==> src/rtl/rifl_axis_rr_arbiter_if.sv <==
// AXI-Stream bundle for the round-robin arbiter:
// NUM_REQ source lanes in, one registered lane out.
interface rifl_axis_rr_arbiter_if #(
  parameter int NUM_REQ = 4,
  parameter int DWIDTH  = 32
);
  localparam int IDW =
    (NUM_REQ > 1) ? $clog2(NUM_REQ) : 1;

  logic [NUM_REQ*DWIDTH-1:0] s_axis_tdata;
  logic [NUM_REQ-1:0]        s_axis_tvalid;
  logic [NUM_REQ-1:0]        s_axis_tlast;
  logic [NUM_REQ-1:0]        s_axis_tready;

  logic [DWIDTH-1:0]         m_axis_tdata;
  logic                      m_axis_tvalid;
  logic                      m_axis_tlast;
  logic [IDW-1:0]            m_axis_tid;
  logic                      m_axis_tready;

  // Environment side: drives the sources and the sink ready
  modport master (
    output s_axis_tdata,
    output s_axis_tvalid,
    output s_axis_tlast,
    input  s_axis_tready,
    input  m_axis_tdata,
    input  m_axis_tvalid,
    input  m_axis_tlast,
    input  m_axis_tid,
    output m_axis_tready
  );

  // Arbiter side: consumes the sources, drives the sink
  modport slave (
    input  s_axis_tdata,
    input  s_axis_tvalid,
    input  s_axis_tlast,
    output s_axis_tready,
    output m_axis_tdata,
    output m_axis_tvalid,
    output m_axis_tlast,
    output m_axis_tid,
    input  m_axis_tready
  );
endinterface

==> src/rtl/rifl_axis_rr_arbiter.sv <==
// Round-robin, packet-locked AXIS arbiter.
// NUM_REQ sources share one registered output.
module rifl_axis_rr_arbiter #(
  parameter int NUM_REQ = 4,
  parameter int DWIDTH  = 32,
  localparam int IDW =
    (NUM_REQ > 1) ? $clog2(NUM_REQ) : 1
) (
  input  logic                 aclk,
  input  logic                 aresetn,
  rifl_axis_rr_arbiter_if.slave axis,
  input  logic [NUM_REQ-1:0]   req_mask,
  output logic                 busy,
  output logic [IDW-1:0]       grant_id
);

  typedef enum logic {
    IDLE  = 1'b0,
    GRANT = 1'b1
  } state_t;

  state_t             state;
  state_t             state_nxt;
  logic [IDW-1:0]     rr_ptr;
  logic [IDW-1:0]     winner;
  logic               found;
  logic [NUM_REQ-1:0] cand;
  logic [NUM_REQ-1:0] tready;
  logic               out_free;
  logic               accept;
  logic               accept_last;

  // base + k folded back into 0..NUM_REQ-1
  function automatic logic [IDW-1:0] rot_idx(
    input logic [IDW-1:0] base,
    input int             k
  );
    int s;
    s = int'(base) + k;
    if (s >= NUM_REQ) s = s - NUM_REQ;
    return IDW'(s);
  endfunction

  assign cand     = axis.s_axis_tvalid & req_mask;
  assign out_free = ~axis.m_axis_tvalid
                  | axis.m_axis_tready;
  assign accept   = (state == GRANT) & out_free
                  & axis.s_axis_tvalid[grant_id];
  assign accept_last = accept
                     & axis.s_axis_tlast[grant_id];

  assign axis.s_axis_tready = tready;

  // Rotating priority search starting at rr_ptr
  always_comb begin
    winner = '0;
    found  = 1'b0;
    for (int k = 0; k < NUM_REQ; k++) begin
      if (!found && cand[rot_idx(rr_ptr, k)]) begin
        found  = 1'b1;
        winner = rot_idx(rr_ptr, k);
      end
    end
  end

  // State register
  always_ff @(posedge aclk or negedge aresetn) begin
    if (!aresetn) state <= IDLE;
    else          state <= state_nxt;
  end

  // Next state: lock on a winner, release after tlast
  always_comb begin
    state_nxt = state;
    unique case (state)
      IDLE:  if (|cand)      state_nxt = GRANT;
      GRANT: if (accept_last) state_nxt = IDLE;
      default:               state_nxt = IDLE;
    endcase
  end

  // FSM outputs: only the granted lane sees ready
  always_comb begin
    busy   = (state == GRANT);
    tready = '0;
    if (state == GRANT && out_free)
      tready = NUM_REQ'(1) << grant_id;
  end

  // Grant capture and pointer advance past winner
  always_ff @(posedge aclk or negedge aresetn) begin
    if (!aresetn) begin
      grant_id <= '0;
      rr_ptr   <= '0;
    end else begin
      if (state == IDLE && found)
        grant_id <= winner;
      if (accept_last)
        rr_ptr <= rot_idx(grant_id, 1);
    end
  end

  // Output register; holds while the sink stalls
  always_ff @(posedge aclk or negedge aresetn) begin
    if (!aresetn) begin
      axis.m_axis_tvalid <= 1'b0;
      axis.m_axis_tdata  <= '0;
      axis.m_axis_tlast  <= 1'b0;
      axis.m_axis_tid    <= '0;
    end else if (out_free) begin
      axis.m_axis_tvalid <= accept;
      if (accept) begin
        axis.m_axis_tdata <= axis.s_axis_tdata[
          int'(grant_id)*DWIDTH +: DWIDTH];
        axis.m_axis_tlast <=
          axis.s_axis_tlast[grant_id];
        axis.m_axis_tid   <= grant_id;
      end
    end
  end

endmodule

==> src/flat_wrapper.sv <==
// flat-port wrapper written by rule: the top's interface ports become plain ports
module rifl_axis_rr_arbiter_flat 
#(
  parameter int NUM_REQ = 4,
  parameter int DWIDTH  = 32,
  localparam int IDW =
    (NUM_REQ > 1) ? $clog2(NUM_REQ) : 1
)
  (aclk, aresetn, req_mask, busy, grant_id, axis_s_axis_tdata, axis_s_axis_tvalid, axis_s_axis_tlast, axis_s_axis_tready, axis_m_axis_tdata, axis_m_axis_tvalid, axis_m_axis_tlast, axis_m_axis_tid, axis_m_axis_tready);
  rifl_axis_rr_arbiter_if #(.NUM_REQ(NUM_REQ), .DWIDTH(DWIDTH)) axis_i ();
  input  logic aclk;
  input  logic aresetn;
  input  logic [NUM_REQ-1:0] req_mask;
  output logic busy;
  output logic [IDW-1:0] grant_id;
  input wire logic [$bits(axis_i.s_axis_tdata)-1:0] axis_s_axis_tdata;
  input wire logic [$bits(axis_i.s_axis_tvalid)-1:0] axis_s_axis_tvalid;
  input wire logic [$bits(axis_i.s_axis_tlast)-1:0] axis_s_axis_tlast;
  output wire logic [$bits(axis_i.s_axis_tready)-1:0] axis_s_axis_tready;
  output wire logic [$bits(axis_i.m_axis_tdata)-1:0] axis_m_axis_tdata;
  output wire logic [$bits(axis_i.m_axis_tvalid)-1:0] axis_m_axis_tvalid;
  output wire logic [$bits(axis_i.m_axis_tlast)-1:0] axis_m_axis_tlast;
  output wire logic [$bits(axis_i.m_axis_tid)-1:0] axis_m_axis_tid;
  input wire logic [$bits(axis_i.m_axis_tready)-1:0] axis_m_axis_tready;
  assign axis_i.s_axis_tdata = axis_s_axis_tdata;
  assign axis_i.s_axis_tvalid = axis_s_axis_tvalid;
  assign axis_i.s_axis_tlast = axis_s_axis_tlast;
  assign axis_s_axis_tready = axis_i.s_axis_tready;
  assign axis_m_axis_tdata = axis_i.m_axis_tdata;
  assign axis_m_axis_tvalid = axis_i.m_axis_tvalid;
  assign axis_m_axis_tlast = axis_i.m_axis_tlast;
  assign axis_m_axis_tid = axis_i.m_axis_tid;
  assign axis_i.m_axis_tready = axis_m_axis_tready;
  rifl_axis_rr_arbiter #(.NUM_REQ(NUM_REQ), .DWIDTH(DWIDTH)) u_core (.aclk(aclk), .aresetn(aresetn), .axis(axis_i), .req_mask(req_mask), .busy(busy), .grant_id(grant_id));
endmodule
==> config.mk <==
export PLATFORM = sky130hd
export DESIGN_NAME = rifl_axis_rr_arbiter_flat
export DESIGN_NICKNAME = d
export VERILOG_FILES = /design/src/rtl/rifl_axis_rr_arbiter_if.sv /design/src/rtl/rifl_axis_rr_arbiter.sv /design/src/flat_wrapper.sv
export SDC_FILE = /design/constraint.sdc
export NUM_CORES = 1
export LEC_CHECK = 0
export CAP_MARGIN = 15
export CORE_MARGIN = 8
export CORE_UTILIZATION = 30
export CTS_CLUSTER_SIZE = 20
export DETAILED_ROUTE_END_ITERATION = 8
export GPL_TIMING_DRIVEN = 0
export PLACE_DENSITY = 0.71
export SETUP_SLACK_MARGIN = 0.15
export SYNTH_ARGS = -nofsm -noshare
export SYNTH_HDL_FRONTEND = slang
export SYNTH_SLANG_ARGS = --single-unit
==> constraint.sdc <==
create_clock -name aclk -period 5.9 [get_ports aclk]
set_input_delay 1.18 -clock aclk [delete_from_list [all_inputs] [get_ports aclk]]
set_output_delay 1.18 -clock aclk [all_outputs]
set_load 0.05 [all_outputs]
After elaboration in Yosys (flattened, before gate mapping)
Cells that the tools add are included.
Storage, ports and cells
  bits of input ports: 143
  output and inout bits: 43
  word-level logic and storage cells: 74
  register bits after elaboration: 41
Cells by class
  shift-type cells: 2
  reductions and logical operators: 10
  mux-type cells: 29
  magnitude comparators: 10
  add/sub/neg operators: 9
  bitwise logic cells: 7
Operators by type and width (count)
  variable part select 128 x 8 -> 32 bit: 1
  2-to-1 mux 2 bit: 9
  less-than comparator 2 x 3 -> 1 bit, second input constant: 5
  binary-select mux 1 bit (select 2 bit): 6
  greater-or-equal comparator 3 bit, second input constant: 4
  2-to-1 mux 1 bit: 12
  subtractor 2 x 1 -> 2 bit, second input constant: 5
  adder 2 x 1 -> 3 bit, second input constant: 2
  adder 2 x 2 -> 3 bit, second input constant: 2
  logical AND 1 bit: 5
  bitwise AND 4 bit: 1
  2-to-1 mux 4 bit: 1
  OR reduction 4 bit: 1
  << shifter 1 x 2 -> 4 bit, first input constant: 1
  bitwise AND 1 bit: 3
  greater-or-equal comparator 2 x 3 -> 1 bit, second input constant: 1
  logical NOT 1 bit: 3
  inverter 1 bit: 2
  case mux 1 bit (2 select lines): 1
  AND reduction 2 bit: 1
  OR 1 bit: 1

Depth between registers and ports, before layout
Gate-level depths: netlist of the first run.
  depth in word-level cells: 15
  depth in mapped cells: 6
  gate-level depth less buffers: 4

Worst setup path before layout of the first run
OpenSTA, ideal clock, no wires.
  kind: reg2out
  start point: register u_core.grant_id[1]
  end point: output axis_s_axis_tready[1]
  setup slack: 2.815 ns
  buffers on the path: 2
  stages on the path, launching flop included: 6
  arrival: 1.905 ns
  cell sequence: dfrtp_1 -> buf_2 -> buf_1 -> inv_1 -> ha_1 -> and3_1
Between the ends
  cells in the longest elaborated chain, start to end: 2
Ends and longest elaborated chain
  from (decl): line rifl_axis_rr_arbiter.sv:14  | output logic [IDW-1:0] grant_id
  from (signal assigned): line rifl_axis_rr_arbiter.sv:97  | grant_id <= winner;
  << shifter 1 x 2 -> 4 bit: line rifl_axis_rr_arbiter.sv:87  | tready = NUM_REQ'(1) << grant_id;
  2-to-1 mux 4 bit: line rifl_axis_rr_arbiter.sv:86  | if (state == GRANT && out_free)
  to (decl): line flat_wrapper.sv:19  | output wire logic [$bits(axis_i.s_axis_tready)-1:0] axis_s_axis_tready;
Every way passes these cells.

Final worst setup path of the first run
  start point: input axis_m_axis_tready
  end point: output axis_s_axis_tready[0]
Between the ends
  cells in the longest elaborated chain, start to end: 3
Ends and longest elaborated chain
  from (decl): line flat_wrapper.sv:24  | input wire logic [$bits(axis_i.m_axis_tready)-1:0] axis_m_axis_tready;
  OR 1 bit: line rifl_axis_rr_arbiter.sv:46  | | axis.m_axis_tready;
  logical AND 1 bit: line rifl_axis_rr_arbiter.sv:86
  2-to-1 mux 4 bit: line rifl_axis_rr_arbiter.sv:86
Every way passes these cells.

==> results.toml, run 1 <==
[run_status]
status = "complete, no violations"

[timing]
setup-violations-final = 0
maxSlewViolCount = 0
timing.slew.headroom = 0.560
period_share = 0.696
report.final.hold_viol_count = 0
totalNegativeSetupSlack_ps = 0
clock_skew_ps = 6.55
max_frequency_ghz = 0.244
setup_repair_after_global_routing_missed_its_margin = "no"
timing_worst_slew_pin_value_ps = 660
finalCriticalPeriod_ps = 4110

[worst_setup_path]
timing.critical_path.slowest_stage_cell = "clkdlybuf4s50_1"
critPathLaunchType = "input pin"
worst-path-buf-inv = 2
path_max_fanout = 7
crit_chain = "clkdlybuf4s50_1, nand2b_1, and3_1, clkdlybuf4s50_1"
crit_family = "buffers and inverters"
worst-endpoint-required_ps = 4720
critPathMaxStageDelay_ps = 810
cp_data_arrival_time_ps = 2930
worst-setup-path-type = "input pin to output pin"
critical_path.endpoint_type = "output pin"
critical-path-top-cell-by-count = "clkdlybuf4s50_1"

[global_route]
grt_overflow = 0
grt_pass1_vias = 2604
grt_antenna_before_repair = 0
grt_pass1_wl_mm = 13.8
grt_start_max_net_pins = 28
grt_util_all_layers = 0.148

[detailed_routing]
postRouteAntennaNets = 0
number_of_drc_markers_in_iteration_0 = 74
totalWireLength_mm = 9.14
detail_route.drc_violations = 0
first_pass_drt_iterations = 4
detailroute.via_count = 2257
detail_route.wl_per_cell_um = 19.7
routed_via_density = 4.86

[run]
max_cap_violations = 0

[placement]
detailed_place.area_sq_um = 4660
place.detailed.hpwl_mm = 7.69
io_buffers = 185
routabilityCongestion = 0.782

[floorplanning]
die_area_sq_um = 12100
row_count = 34
ios = 186
floorplan.die.height_um = 110
die_extent_in_x_um = 110
start_util = 0.307
core_area_sq_um = 8680

[final_layout]
n_antenna_cell = 0
areaGrowthSynthToFinish_pct = 78.3
fin_area_sq_um = 4750
multiInputGateArea_sq_um = 1530
fin_nets = 502
post_route_cells_drive_above_1_share = 0.244
finish.utilization = 0.547
sequential_cell_area_sq_um = 1030
n_fill_cell = 750

[logic_synthesis]
syn-num-nets = 309
synthesis.instances = 162
ys_ff_latch = 41
synth_seq_area_share = 0.386
syn-mean-instance-area_sq_um = 16.4
post_synth_num_cell_types = 29
number_of_warnings_issued_by_yosys = 0
syn_area_sq_um = 2660

[clocking]
post_cts_hold_buffer_count = 0
post_cts_setup_repair_bufs = 0
clk_pin_slew_worst_paths_ps = 70
cts-resized-gates = 0
h-tree-depth = 2
clkSinkCount = 41
cts_inserted_buffers = 5
clk_root_buf = "clkbuf_8"
cts_tree = "done"
cts_max_path_buffers = 2
worst_skew_pair.late_latency_ps = 290

[worst_hold_path]
timing.hold.worst.class = "flop to flop"

[power]
leakagePower_nw = 1.93
power_density_nw_per_um2 = 534
worst_ir_drop_vdd_mv = 0.199
==> metal layers <==
| layer | routed length, um | up-vias | share of wire | global-route usage |
|---|---|---|---|---|
| li1 | - | 1038 | - | - |
| met1 | 3310 | 1110 | 0.36 | 0.162 |
| met2 | 4790 | 101 | 0.52 | 0.266 |
| met3 | 940 | 8 | 0.10 | 0.0494 |
| met4 | 97 | 0 | 0.011 | 0.0428 |
| met5 | 0 | - | 0 | 0 |
==> worst paths after layout <==
kind / startpoint / endpoint / slack [ps] / cells past startpoint
setup / recovery: axis_m_axis_tready / axis_s_axis_tready[0] / 1790 / 4
hold / removal: u_core.axis.m_axis_tid[1] / u_core.axis.m_axis_tid[1] / 500 / 2
setup reg to reg: u_core.grant_id[1] / u_core.rr_ptr[1] / 3800 / 5
hold reg to reg: u_core.axis.m_axis_tid[1] / u_core.axis.m_axis_tid[1] / 500 / 2
max in group asynchronous: aresetn / u_core.axis.m_axis_tdata[4] / 4640 / 2
min in group asynchronous: aresetn / u_core.rr_ptr[0] / 790 / 1
==> kinds of logic (layout without fill, tap and decap cells) <==
| logic type | count (synthesis) | after routing | synth area share |
|---|---|---|---|
| muxes | 71 | 71 | 0.478 |
| buffers and inverters | 14 | 208 | 0.0409 |
| and+or+nand+nor | 20 | 20 | 0.0433 |
| DFF | 41 | 41 | 0.386 |
| adders and majority gates | 4 | 4 | 0.0188 |
| AOI/OAI and AO/OA | 12 | 12 | 0.0334 |
==> cell usage in the layout (no fill, tap or decap), drive strengths merged, types with 3 or more instances in the layout <==
cell	n
inv	3
ha	4
mux4	34
nand2	8
clkbuf	8
clkdlybuf4s50	184
dfrtp	41
and3	5
mux2i	3
buf	11
mux2	34
==> power breakdown <==
part / internal (mW) / switching (mW) / total [mW]
clock network: 0.0821 / 0.0965 / 0.179
registers: 0.431 / 0.0953 / 0.526
logic: 0.873 / 0.956 / 1.83
total: 1.39 / 1.15 / 2.53
==> final cells by class <==
| cell class | instances | share of cell area |
|---|---|---|
| Clock inverter | 2 | 0.00211 |
| Tap cell | 108 | 0.0285 |
| Buffer | 11 | 0.0206 |
| Sequential cell | 41 | 0.216 |
| Inverter | 3 | 0.00237 |
| Multi-Input combinational cell | 107 | 0.322 |
| Clock buffer | 6 | 0.0153 |
| Timing Repair Buffer | 186 | 0.393 |
==> synth_stat cells <==
cell type | instances | area share
nand3_1 | 1 | 0.0019
nand3_4 | 1 | 0.0066
o21a_1 | 2 | 0.0056
o2111ai_1 | 1 | 0.0033
o21ai_0 | 2 | 0.0038
mux2i_1 | 3 | 0.011
and3_1 | 5 | 0.012
buf_8 | 1 | 0.0056
mux2_2 | 9 | 0.038
mux4_2 | 34 | 0.29
and2_1 | 1 | 0.0024
buf_2 | 4 | 0.0075
a31o_2 | 1 | 0.0033
o2bb2ai_1 | 1 | 0.0033
a21oi_1 | 1 | 0.0019
buf_12 | 2 | 0.015
nor2b_1 | 1 | 0.0024
a31oi_1 | 2 | 0.0047
nand2_1 | 8 | 0.011
ha_1 | 4 | 0.019
nand4_1 | 2 | 0.0047
inv_1 | 3 | 0.0042
clkbuf_1 | 2 | 0.0028
mux2_4 | 25 | 0.14
nand2b_1 | 1 | 0.0024
buf_6 | 1 | 0.0042
a32o_1 | 2 | 0.0075
buf_1 | 1 | 0.0014
dfrtp_1 | 41 | 0.39
==> stage by stage <==
stage	setup slack, ps	hold WS [ps]	instances	total power, mW
after floorplan	2820	562	162	1.82
after global placement	1810	466	455	2.36
after detailed placement	1800	494	456	2.38
after CTS	1790	511	464	2.57
after global routing	1720	530	464	2.68
final	1790	500	464	2.53
==> registers in the layout, indices dropped and copies added, names as in the netlist <==
register                   flops
u_core.grant_id                2
u_core.axis.m_axis_tlast       1
u_core.axis.m_axis_tvalid      1
u_core.rr_ptr                  2
u_core.busy                    1
u_core.axis.m_axis_tdata      32
u_core.axis.m_axis_tid         2
==> tightest hold or removal path: cells and delay by family (launching register included) <==
| kind | cells | cell delay [ps] |
|---|---|---|
| compound gates | 1 | 60 |
| flops | 1 | 360 |
| simple gates | 1 | 50 |
No activity file was read; power rests on OpenSTA's default activity.
==> run 2, diff against run 1 <==
--- a/config.mk
+++ b/config.mk
@@ -11,7 +11,7 @@
 export CTS_CLUSTER_SIZE = 20
 export DETAILED_ROUTE_END_ITERATION = 8
 export GPL_TIMING_DRIVEN = 0
-export PLACE_DENSITY = 0.71
+export PLACE_DENSITY = 0.73
 export SETUP_SLACK_MARGIN = 0.15
 export SYNTH_ARGS = -nofsm -noshare
 export SYNTH_HDL_FRONTEND = slang
==> constraint.sdc (replaced) <==
create_clock -name aclk -period 3.71 [get_ports aclk]
set_input_delay 0.742 -clock aclk [delete_from_list [all_inputs] [get_ports aclk]]
set_output_delay 0.742 -clock aclk [all_outputs]
set_load 0.05 [all_outputs]
==> run 2 against run 1 <==
- worst setup slack got worse by 1300 ps
- combinational power increased by 59%
- clock power increased by 110%
- flip-flop and latch count unchanged
- core utilization increased by 0.39 points
- sequential share of layout area decreased by 0.15 points
- count of clock-buffer cells in the layout unchanged
- die area unchanged
- first-iteration DRC count increased by 15%
- non-clock buffer count decreased by 1
- critical path depth unchanged
- clock skew about the same
- largest cell class unchanged
- largest power group unchanged
==> results.toml, run 2 (synthesis gave the netlist of run 1 again) <==
[final_layout]
n_fill_cell = 732
number_of_flip_flops_under_the_largest_register_name = 32
n_antenna_cell = 0
areaGrowthSynthToFinish_pct = 79.6
fin_nets = 501
top_register = "u_core.axis.m_axis_tdata"
commonest_cells_after_routing_fill_and_taps_aside = "clkdlybuf4s50_1, dfrtp_1, mux4_2, mux2_4, mux2_2"
fin_area_sq_um = 4780
final-instance-count-excl-fill = 463
post_route_cells_drive_above_1_share = 0.248
final_common_cell = "clkdlybuf4s50_1"
finish.utilization = 0.551

[timing]
clock_skew_ps = 6.29
postLayoutSetupSlackWorst_ps = 461
period_share = 0.876
report.final.hold_viol_count = 0
setup_repair_after_global_routing_missed_its_margin = "no"
maxSlewViolCount = 0
max_frequency_ghz = 0.308
timing.slew.headroom = 0.552
setup-violations-final = 0
timing_worst_slew_pin_value_ps = 672
totalNegativeSetupSlack_ps = 0
finalCriticalPeriod_ps = 3250
fin_worst_hold_slack_ps = 347

[placement]
io_buffers = 185
routabilityCongestion = 0.778
place_worst_setup_slack_ps = 488
place.detailed.hpwl_mm = 7.62
cell_count_post_placement = 456
detailed_place.area_sq_um = 4660

[floorplanning]
die_extent_in_x_um = 110
start_util = 0.307
row_count = 34
floorplan.die.height_um = 110
core_area_sq_um = 8680
die_area_sq_um = 12100
ios = 186

[worst_setup_path]
worst-endpoint-required_ps = 2970
cp_num_cells = 4
crit_chain = "clkdlybuf4s50_1, nand2b_1, and3_1, clkdlybuf4s50_1"
crit_family = "buffers and inverters"
timing.critical_path.slowest_stage_cell = "clkdlybuf4s50_1"
cp_data_arrival_time_ps = 2510
critical_path.endpoint_type = "output pin"
critPathMaxStageDelay_ps = 820
path_max_fanout = 7
ff2ff_path_depth = 4
worst-setup-path-type = "input pin to output pin"
worst-path-buf-inv = 2
critPathLaunchType = "input pin"
critical-path-top-cell-by-count = "clkdlybuf4s50_1"

[detailed_routing]
detailroute.via_count = 2297
first_pass_drt_iterations = 4
detail_route.drc_violations = 0
routed_via_density = 4.96
detail_route.wl_per_cell_um = 19.7
postRouteAntennaNets = 0
number_of_drc_markers_in_iteration_0 = 85
totalWireLength_mm = 9.11

[power]
power_density_nw_per_um2 = 863
leakagePower_nw = 1.94
worst_ir_drop_vdd_mv = 0.316
power_mw = 4.13

[global_route]
grt_pass1_vias = 2512
grt_antenna_before_repair = 0
grt_util_all_layers = 0.143
grt_start_max_net_pins = 29
grt_overflow = 0
grt_pass1_wl_mm = 13.4

[clocking]
cts_inserted_buffers = 5
cts_max_path_buffers = 2
h-tree-depth = 2
clkSinkCount = 41
worst_skew_pair.late_latency_ps = 300
cts-resized-gates = 0
clk_pin_slew_worst_paths_ps = 80
clk_root_buf = "clkbuf_8"
cts_tree = "done"

[worst_hold_path]
timing.hold.worst.class = "input pin to asynchronous set/reset pin"

[run_status]
status = "complete, no violations"

[run]
max_cap_violations = 0
## run 2: cell count changes in the layout (fill, tap and decap cells not counted)
cell	previous run	this run
bufinv_16	0	1
clkinvlp_4	0	1
buf_1	1	0
clkinv_2	2	0
clkbuf_1	3	2
clkbuf_8	5	6
## run 2: report_power, final
part           internal, mW  switching [mW]
Combinational          1.38            1.53
Sequential            0.685           0.146
Clock                 0.219           0.165
Total                  2.29            1.84
## run 2: path summary, 6_finish.rpt
kind	start	endpoint	slack (ps)
max	axis_m_axis_tready	axis_s_axis_tready[0]	460
max reg2reg	u_core.grant_id[1]	u_core.axis.m_axis_tdata[21]	1520
min	aresetn	u_core.rr_ptr[0]	350
min in group aclk	u_core.axis.m_axis_tlast	u_core.axis.m_axis_tlast	500
max in group asynchronous	aresetn	u_core.axis.m_axis_tdata[19]	2900
min reg2reg	u_core.axis.m_axis_tlast	u_core.axis.m_axis_tlast	500
## run 2: area by class of cell
| cell class | instances | area, sq um | area share |
|---|---|---|---|
| timing repair buffer | 186 | 1870 | 0.391 |
| multi-input combinational | 107 | 1530 | 0.319 |
| sequential | 41 | 1030 | 0.215 |
| tap | 108 | 135 | 0.0283 |
| buffer | 10 | 93.8 | 0.0196 |
| clock buffer | 6 | 82.6 | 0.0173 |
| clock inverter | 2 | 37.5 | 0.00785 |
| inverter | 3 | 11.3 | 0.00236 |
## run 2: timing repair
action                     in CTS  in global routing
setup endpoints to repair       0                  2
buffers inserted                0                  0
hold endpoints to repair        0                  0
hold buffers                    0                  0
## run 2: routing by layer
metal	global-route usage	vias to the layer above	wire length [um]
li1	-	1039	-
met1	0.162	1136	3440
met2	0.257	112	4670
met3	0.0407	10	895
met4	0.0400	0	102
met5	0	-	0
==> run 3, diff against run 2 <==
--- a/config.mk
+++ b/config.mk
@@ -13,6 +13,7 @@
 export GPL_TIMING_DRIVEN = 0
 export PLACE_DENSITY = 0.73
 export SETUP_SLACK_MARGIN = 0.15
+export SKIP_LAST_GASP = 1
 export SYNTH_ARGS = -nofsm -noshare
 export SYNTH_HDL_FRONTEND = slang
 export SYNTH_SLANG_ARGS = --single-unit
==> results of run 3 <==
Final layout, timing and power as in run 2 (identical DEF).
